**src/rtl/s_type.sv**
```systemverilog
// RISC-V S-type store datapath: forms the byte address, passes the store data
// through, decodes byte-lane write enables, flags illegal widths and
// misaligned addresses, and keeps a running store count plus a sticky fault.
module s_type #(
  parameter logic [6:0] STORE_OPCODE = 7'b0100011
) (
  input  logic        clk,
  input  logic        rst,
  input  logic [6:0]  opcode,
  input  logic [2:0]  funct3,
  input  logic [11:0] imm,
  input  logic [31:0] in1,
  input  logic [31:0] in2,
  output logic [31:0] d_addr,
  output logic [31:0] d_data,
  output logic [3:0]  wr_en,
  output logic        illegal,
  output logic        misaligned,
  output logic [31:0] store_cnt,
  output logic        fault
);

  localparam logic [2:0] F3_SB = 3'd0;
  localparam logic [2:0] F3_SH = 3'd1;
  localparam logic [2:0] F3_SW = 3'd2;

  logic        is_store;
  logic        store_ok;
  logic [2:0]  n_bytes;
  logic [31:0] imm_ext;
  logic [31:0] store_cnt_reg;
  logic [31:0] store_cnt_next;
  logic        fault_reg;
  logic        fault_next;

  // Sign-extend the 12-bit offset; the 32-bit add wraps naturally.
  assign imm_ext  = {{20{imm[11]}}, imm};
  assign d_addr   = in1 + imm_ext;
  assign d_data   = in2;
  assign is_store = (opcode == STORE_OPCODE);

  // Decode access width in bytes; zero width means no legal store this cycle.
  always_comb begin
    n_bytes    = 3'd0;
    store_ok   = 1'b0;
    illegal    = 1'b0;
    misaligned = 1'b0;
    if (is_store) begin
      case (funct3)
        F3_SB: begin
          n_bytes  = 3'd1;
          store_ok = 1'b1;
        end
        F3_SH: begin
          n_bytes    = 3'd2;
          store_ok   = 1'b1;
          misaligned = d_addr[0];
        end
        F3_SW: begin
          n_bytes    = 3'd4;
          store_ok   = 1'b1;
          misaligned = (d_addr[1:0] != 2'b00);
        end
        default: illegal = 1'b1;
      endcase
    end
  end

  // Each lane is enabled when it falls inside the access width starting at
  // byte 0; misalignment is advisory and never gates the lanes.
  generate
    for (genvar gi = 0; gi < 4; gi++) begin : g_lane
      assign wr_en[gi] = store_ok && (3'(gi) < n_bytes);
    end
  endgenerate

  // Next-state values for the counter and the sticky fault flag.
  always_comb begin
    store_cnt_next = store_cnt_reg;
    fault_next     = fault_reg;
    if (wr_en != 4'b0000)
      store_cnt_next = store_cnt_reg + 32'd1;
    if (illegal || misaligned)
      fault_next = 1'b1;
  end

  // Reset dominates any store or fault event on the same edge.
  always_ff @(posedge clk) begin
    if (rst) begin
      store_cnt_reg <= 32'd0;
      fault_reg     <= 1'b0;
    end else begin
      store_cnt_reg <= store_cnt_next;
      fault_reg     <= fault_next;
    end
  end

  assign store_cnt = store_cnt_reg;
  assign fault     = fault_reg;

endmodule

```
**config.mk**
```make
export PLATFORM = sky130hd
export DESIGN_NAME = s_type
export DESIGN_NICKNAME = d
export VERILOG_FILES = /design/src/rtl/s_type.sv
export SDC_FILE = /design/constraint.sdc
export NUM_CORES = 1
export LEC_CHECK = 0
export ABC_AREA = 1
export CAP_MARGIN = 20
export CORE_MARGIN = 2
export CORE_UTILIZATION = 45
export DETAILED_ROUTE_END_ITERATION = 12
export GPL_TIMING_DRIVEN = 0
export PLACE_DENSITY = 0.84
export SLEW_MARGIN = 20
export SYNTH_ARGS = -nofsm -noshare
export SYNTH_HDL_FRONTEND = slang
export SYNTH_SLANG_ARGS = --single-unit
```
**constraint.sdc**
```tcl
create_clock -name clk -period 2.85 [get_ports clk]
set_input_delay 0.57 -clock clk [delete_from_list [all_inputs] [get_ports clk]]
set_output_delay 0.57 -clock clk [all_outputs]
set_load 0.05 [all_outputs]
```
==> flow_summary.yaml, run 1 <==
outcome:
  status: "finished, violations left"
  violations: "negative setup slack"
timing:
  timing.final.ws_setup_ns: -0.05079
  setup_repair_after_global_routing_missed_its_margin: "yes"
  timing.fmax_ghz: 0.3447
  finalHoldWorstSlack_ns: 0.5075
  finalClockSkew_ns: 0.005646
  worst_slew_pin_tran_ns: 0.5807
  final_min_period_over_clock_period: 1.018
  setup-violations-final: 3
  final-max-slew-violation-count: 0
  hold_viol: 0
  relSlewSlack: 0.6117
  final_period_minus_worst_setup_slack_ns: 2.901
power_and_ir_drop:
  vdd.ir_drop.worst_v: 0.0002426
  static-leakage-power_nw: 3.789
  power.share.switching: 0.4859
  pwr_density_cell_nw_per_um2: 313.7
  comb_power_share: 0.646
  seq_power_share: 0.202
  clock_power_share: 0.151
  fin_total_pwr_mw: 2.278
  p_switching_mw: 1.107
  internal_power_mw: 1.171
drt:
  vias_per_cell: 4.978
  via_count: 5884
  dr_wl_met3_um: 959
  initialDrtViolationCount: 319
  wirelength_routed_um: 15740
  routed-wl-met2_um: 8095
  postRouteAntennaNets: 0
  met1_length_um: 6231
  wl_per_cell_um: 13.31
  drt_first_pass_iters: 5
  drc: 0
  dr.max_layer_used: "met4"
clocking:
  cts-htree-levels: 2
  cts.reportedPaths.clkPinSlew_ns: 0.07
  clock_tree_from_tritoncts: "built"
  clockBufferDepth: 2
  clock-root-buffer: "sky130_fd_sc_hd__clkbuf_8"
  cts_buffers: 5
  clock_insertion_delay_worst_skew_ns: 0.29
  sink_count: 33
setup_path:
  critical_path_buf_inv_count: 2
  arrival_ns: 2.33
  reg2reg_depth: 8
  worst_path_most_repeated_cell: "sky130_fd_sc_hd__nand2_1"
  worstPathCellList: "clkdlybuf4s50_1, ha_4, nand2_2, nor2_1, nand2_1, nor2_1, nand2_2, nand2_1, nand2_1, nand2_1, buf_6"
  max_stage_delay_ns: 0.47
  maximum_fanout_count_along_the_critical_path: 5
  timing.critical_path.depth: 11
  cp_data_required_time_ns: 2.28
  crit_path_end_kind: "output port"
  critPathTopFamily: "simple AND/OR/NAND/NOR gates"
  class_of_the_most_critical_setup_path: "in -> out"
  critPathSlowestCell: "sky130_fd_sc_hd__clkdlybuf4s50_1"
  critPathLaunchType: "input port"
finish:
  seq_area_sq_um: 660.6
  nFillCells: 754
  flow.area_growth_from_synthesis_pct: 57.83
  n_antenna_cell: 0
  nNetsFinal: 1169
  largest_register_ffs: 32
  non_filler_cell_area_final_sq_um: 7263
  post_route_cells_drive_above_1_share: 0.2240
  multiInputGateArea_sq_um: 3700
floorplanning:
  initial_core_util: 0.4665
  std_cell_rows: 36
  floorplan.die.width_um: 105.1
  fp.coreArea_sq_um: 9864
  top_level_ports: 191
  die-height_um: 105.1
  design.die.area_sq_um: 11050
grt:
  grt_pass1_vias: 5224
  grt_first_pass_wirelength_um: 23350
  globalRouteTotalUtil: 0.2506
  maximum_number_of_pins_on_one_net_before_global_route_repair: 22
  grt-ovfl-total: 0
  initial_antenna_violation_count: 0
logic_synthesis:
  post_synth_instance_area_sq_um: 4602
  synth_nets: 985
  avgSynthCellArea_sq_um: 5.326
  yosys.area.top_type_share: 0.2757
  yosysMostFrequentCell: "sky130_fd_sc_hd__nand2_1"
  yosys_warnings: 0
  share_of_flip_flops_with_an_asynchronous_set_or_reset_after_synthesis: 0
  synthFlopType: "sky130_fd_sc_hd__dfxtp_1"
  netlist_instances: 864
  post-synth-top-area-cell: "sky130_fd_sc_hd__nand2_1"
  synth_enable_flop_cells: 0
  ys_top_cells_by_area: "sky130_fd_sc_hd__nand2_1 (28%), sky130_fd_sc_hd__dfxtp_1 (14%), sky130_fd_sc_hd__inv_1 (14%)"
  synth_cell_types: 32
  synth.cells.most_frequent: "sky130_fd_sc_hd__nand2_1 (338), sky130_fd_sc_hd__inv_1 (172), sky130_fd_sc_hd__nor2_1 (90), sky130_fd_sc_hd__a21oi_1 (42), sky130_fd_sc_hd__nand3_1 (40)"
  synth.ff_latch_count: 33
  synth_seq_area_share: 0.1436
min_path:
  min_path_cells: 2
  hold_path_class: "reg -> reg"
place:
  detailedPlacementHpwl_um: 10630
  instance_area_at_placement_sq_um: 6372
  gp_routability_congestion: 0.9417
  placement.io_buffers: 157
job:
  cap_viol_max_count: 0
==> power by group through the flow <==
stage	registers, mW	logic, mW	clock network, mW
after detailed placement	0.472	1.24	0
after global routing	0.461	1.55	0.366
after global placement	0.472	1.23	0
after CTS	0.461	1.36	0.348
final	0.461	1.47	0.345
after floorplan	0.472	0.844	0
==> through the flow <==
step	std cells	setup slack, ns	TNS, ns	util
after floorplan	864	-0.03565	-0.07131	-
after global placement	1154	-1.463	-35.47	0.6460
after detailed placement	1154	-1.483	-35.84	0.6460
after CTS	1170	-0.01054	-0.01054	0.7080
after global routing	1182	-0.1066	-0.6165	0.7363
final	1182	-0.05079	-0.08216	0.7363
==> kinds of logic after synthesis <==
kind of cell    synth area share
xor+xnor                 0.03426
simple gates              0.4568
flops                     0.1436
compound gates           0.07069
buf+inv                   0.2034
fa+ha+maj                0.09135
==> per-layer routing <==
layer / vias to the layer above / track usage
met5: - / 0
met4: 0 / 0.07238
met3: 41 / 0.02433
met2: 250 / 0.4657
met1: 2658 / 0.3033
li1: 2935 / -
==> layout by cell type (no fill, tap or decap), drive strengths merged, types with 8 or more instances in the layout <==
cell type and instances:
buf 81, clkdlybuf4s50 82, nand2 340, nor2 101, inv 174, a21oi 43, clkbuf 10, dlymetal6s2s 15
dfxtp 33, o21ai 11, nand3 45, dlygate4sd2 28, ha 32, xor2 14, nor3 8
==> final timing paths <==
| check | endpoint | slack [ns] | startpoint |
|---|---|---|---|
| setup reg to reg | store_cnt[22] | 1.25 | store_cnt[1] |
| hold / removal | store_cnt[7] | 0.51 | store_cnt[7] |
| setup / recovery | d_addr[29] | -0.05 | in1[25] |
| hold reg to reg | store_cnt[7] | 0.51 | store_cnt[7] |
==> area by class of cell <==
cell class,count,area share
inverter,174,0.08992
timing repair buffer,177,0.2365
buffer,38,0.03893
clock inverter,2,0.001378
sequential,33,0.09096
tap,133,0.02291
multi-input combinational,619,0.5094
clock buffer,6,0.009991
==> what timing repair did <==
action	4_1_cts	5_1_grt
gates resized for setup	300	60
cloned	0	0
hold buffers	0	0
pin swaps	24	40
hold endpoints to repair	0	0
buffers inserted	8	12
endpoints found under the setup margin	37	28
==> worst reg2reg max path, delay by kind of cell, from the launching register on <==
kind,cells,cell delay [ns]
fa+ha+maj,1,0.26
simple gates,7,0.84
flops,1,0.40
(Power assumes the default switching activity.)
==> run 2: changes to the inputs <==
CORE_ASPECT_RATIO = 0.75   (was default)
==> run 2 against run 1 <==
- the flow still finishes with violations (negative setup slack)
- sequential power hardly changed
- clock-buffer cell count unchanged
- wire length increased by 11%
- sequential cell count unchanged
- die area hardly changed
- highest routed layer unchanged
==> flow_summary.yaml, run 2 (same netlist as run 1, synthesis figures left out) <==
finish:
  final_util: 0.7519
  nNetsFinal: 1165
  final_common_cell: "sky130_fd_sc_hd__nand2_1"
  flow.area_growth_from_synthesis_pct: 60.33
  post_route_cells_drive_above_1_share: 0.2258
  n_antenna_cell: 0
  largest_register_ffs: 32
  mostFrequentLayoutCells: "sky130_fd_sc_hd__nand2_1 (300), sky130_fd_sc_hd__inv_1 (168), sky130_fd_sc_hd__clkdlybuf4s50_1 (81), sky130_fd_sc_hd__nor2_1 (70), sky130_fd_sc_hd__buf_4 (57)"
place:
  gp_routability_congestion: 0.8627
  placement.io_buffers: 157
  detailedPlacementHpwl_um: 11180
grt:
  grt_first_pass_wirelength_um: 23940
  globalRouteTotalUtil: 0.2609
  initial_antenna_violation_count: 0
  grt-ovfl-total: 0
  grt_pass1_vias: 5351
  maximum_number_of_pins_on_one_net_before_global_route_repair: 22
setup_path:
  critPathTopFamily: "simple AND/OR/NAND/NOR gates"
  worst_path_most_repeated_cell: "sky130_fd_sc_hd__nand2_1"
  critPathSlowestCell: "sky130_fd_sc_hd__ha_4"
  reg2reg_depth: 8
  regToRegEndpoint: "store_cnt[22]"
  maximum_fanout_count_along_the_critical_path: 4
  critical_path_buf_inv_count: 3
  crit_path_end_kind: "output port"
  r2r-start: "store_cnt[1]"
  class_of_the_most_critical_setup_path: "in -> out"
  max_stage_delay_ns: 0.31
  cp_data_required_time_ns: 2.28
  worstPathCellList: "dlygate4sd2_1, ha_4, nand2_2, inv_1, nand2_1, nor3_2, nand2_1, nand2_2, nand2_1, nand2_1, nand2_1, nand2_1, buf_6"
  arrival_ns: 2.39
  critPathLaunchType: "input port"
  r2r_slack_ns: 1.18
clocking:
  clock_tree_from_tritoncts: "built"
  cts-htree-levels: 2
  ctsHoldBuffers: 0
  clockBufferDepth: 2
  clock_insertion_delay_worst_skew_ns: 0.28
  cts.reportedPaths.clkPinSlew_ns: 0.05
  clock-root-buffer: "sky130_fd_sc_hd__clkbuf_16"
  cts_buffers: 5
  sink_count: 33
timing:
  final_min_period_over_clock_period: 1.038
  worst_slew_pin_tran_ns: 0.5812
  final-max-slew-violation-count: 0
  finalHoldWorstSlack_ns: 0.5099
  timing.fmax_ghz: 0.3379
  timing.final.ws_setup_ns: -0.1093
  relSlewSlack: 0.6125
  setup-violations-final: 3
  final_period_minus_worst_setup_slack_ns: 2.959
  finalClockSkew_ns: 0.002577
  hold_viol: 0
min_path:
  hold_end: "store_cnt[5]"
  min_path_cells: 2
  hold_path.startpoint: "store_cnt[5]"
  hold_path_class: "reg -> reg"
floorplanning:
  std_cell_rows: 31
  die-height_um: 91.58
  initial_core_util: 0.4690
  floorplan.die.width_um: 120.8
  top_level_ports: 191
  fp.coreArea_sq_um: 9813
  design.die.area_sq_um: 11060
drt:
  wirelength_routed_um: 17510
  initialDrtViolationCount: 557
  wl_per_cell_um: 14.87
  postRouteAntennaNets: 0
  vias_per_cell: 5.294
  via_count: 6231
  drt_first_pass_iters: 5
  drc: 0
outcome:
  violations: "negative setup slack"
  status: "finished, violations left"
power_and_ir_drop:
  pwr_density_cell_nw_per_um2: 340.3
  static-leakage-power_nw: 3.822
  vdd.ir_drop.worst_v: 0.0002542
job:
  cap_viol_max_count: 0
==> run 2: per-stage QoR <==
| step | cell area, sq um | instances | worst slack (ns) | power [mW] | TNS [ns] |
|---|---|---|---|---|---|
| after floorplan | 4634 | 864 | -0.03565 | 1.316 | -0.07131 |
| after CTS | 6959 | 1168 | -0.03764 | 2.331 | -0.05946 |
| after global placement | 6371 | 1153 | -1.479 | 1.710 | -35.57 |
| after detailed placement | 6371 | 1153 | -1.487 | 1.717 | -35.89 |
| after global routing | 7378 | 1177 | -0.2124 | 2.611 | -0.8483 |
| final | 7378 | 1177 | -0.1093 | 2.511 | -0.2188 |
==> run 2: worst min-delay path, stage by stage, from the launching register on <==
cell	delay [ns]
sky130_fd_sc_hd__dfxtp_1	0.33
sky130_fd_sc_hd__inv_1	0.07
sky130_fd_sc_hd__a21oi_1	0.06
==> run 2: final cells by class <==
cell class              instances  area (sq um)
well taps                     132         165.2
inverters                     174         653.1
repair buffers                173          1700
fillers                       718          2435
clock buffers                   6         128.9
multi-input cells             619          3777
clock inverters                 2         10.01
plain buffers                  38         282.8
flip-flops and latches         33         660.6
==> run 2: how the worst max path moves through the flow <==
stage | from | to | slack, ns | depth (start not counted)
after floorplan | opcode[6] | wr_en[2] | -0.04 | 5
after global placement | imm[11] | d_addr[13] | -1.48 | 10
after detailed placement | imm[11] | d_addr[24] | -1.49 | 11
after CTS | in1[15] | d_addr[24] | -0.04 | 11
after global routing | in1[12] | d_addr[29] | -0.21 | 13
final | in1[12] | d_addr[21] | -0.11 | 13
==> run 2: routing by layer <==
layer / track usage / vias up / part of all wire
met2: 0.4449 / 421 / 0.46
met3: 0.02324 / 91 / 0.092
met1: 0.3484 / 2797 / 0.40
li1: - / 2922 / -
met5: 0 / - / 0
met4: 0.07655 / 0 / 0.050
==> run 2: where the power goes <==
group	internal (mW)	switching (mW)	total [mW]
logic	0.550	0.975	1.53
registers	0.462	0.000100	0.462
clock network	0.321	0.203	0.524
==> run 2: what timing repair did <==
item,CTS,global route
pin swaps,15,30
resized for setup,296,88
endpoints found under the setup margin,37,29
endpoints found under the hold margin,0,0
setup buffers,7,9
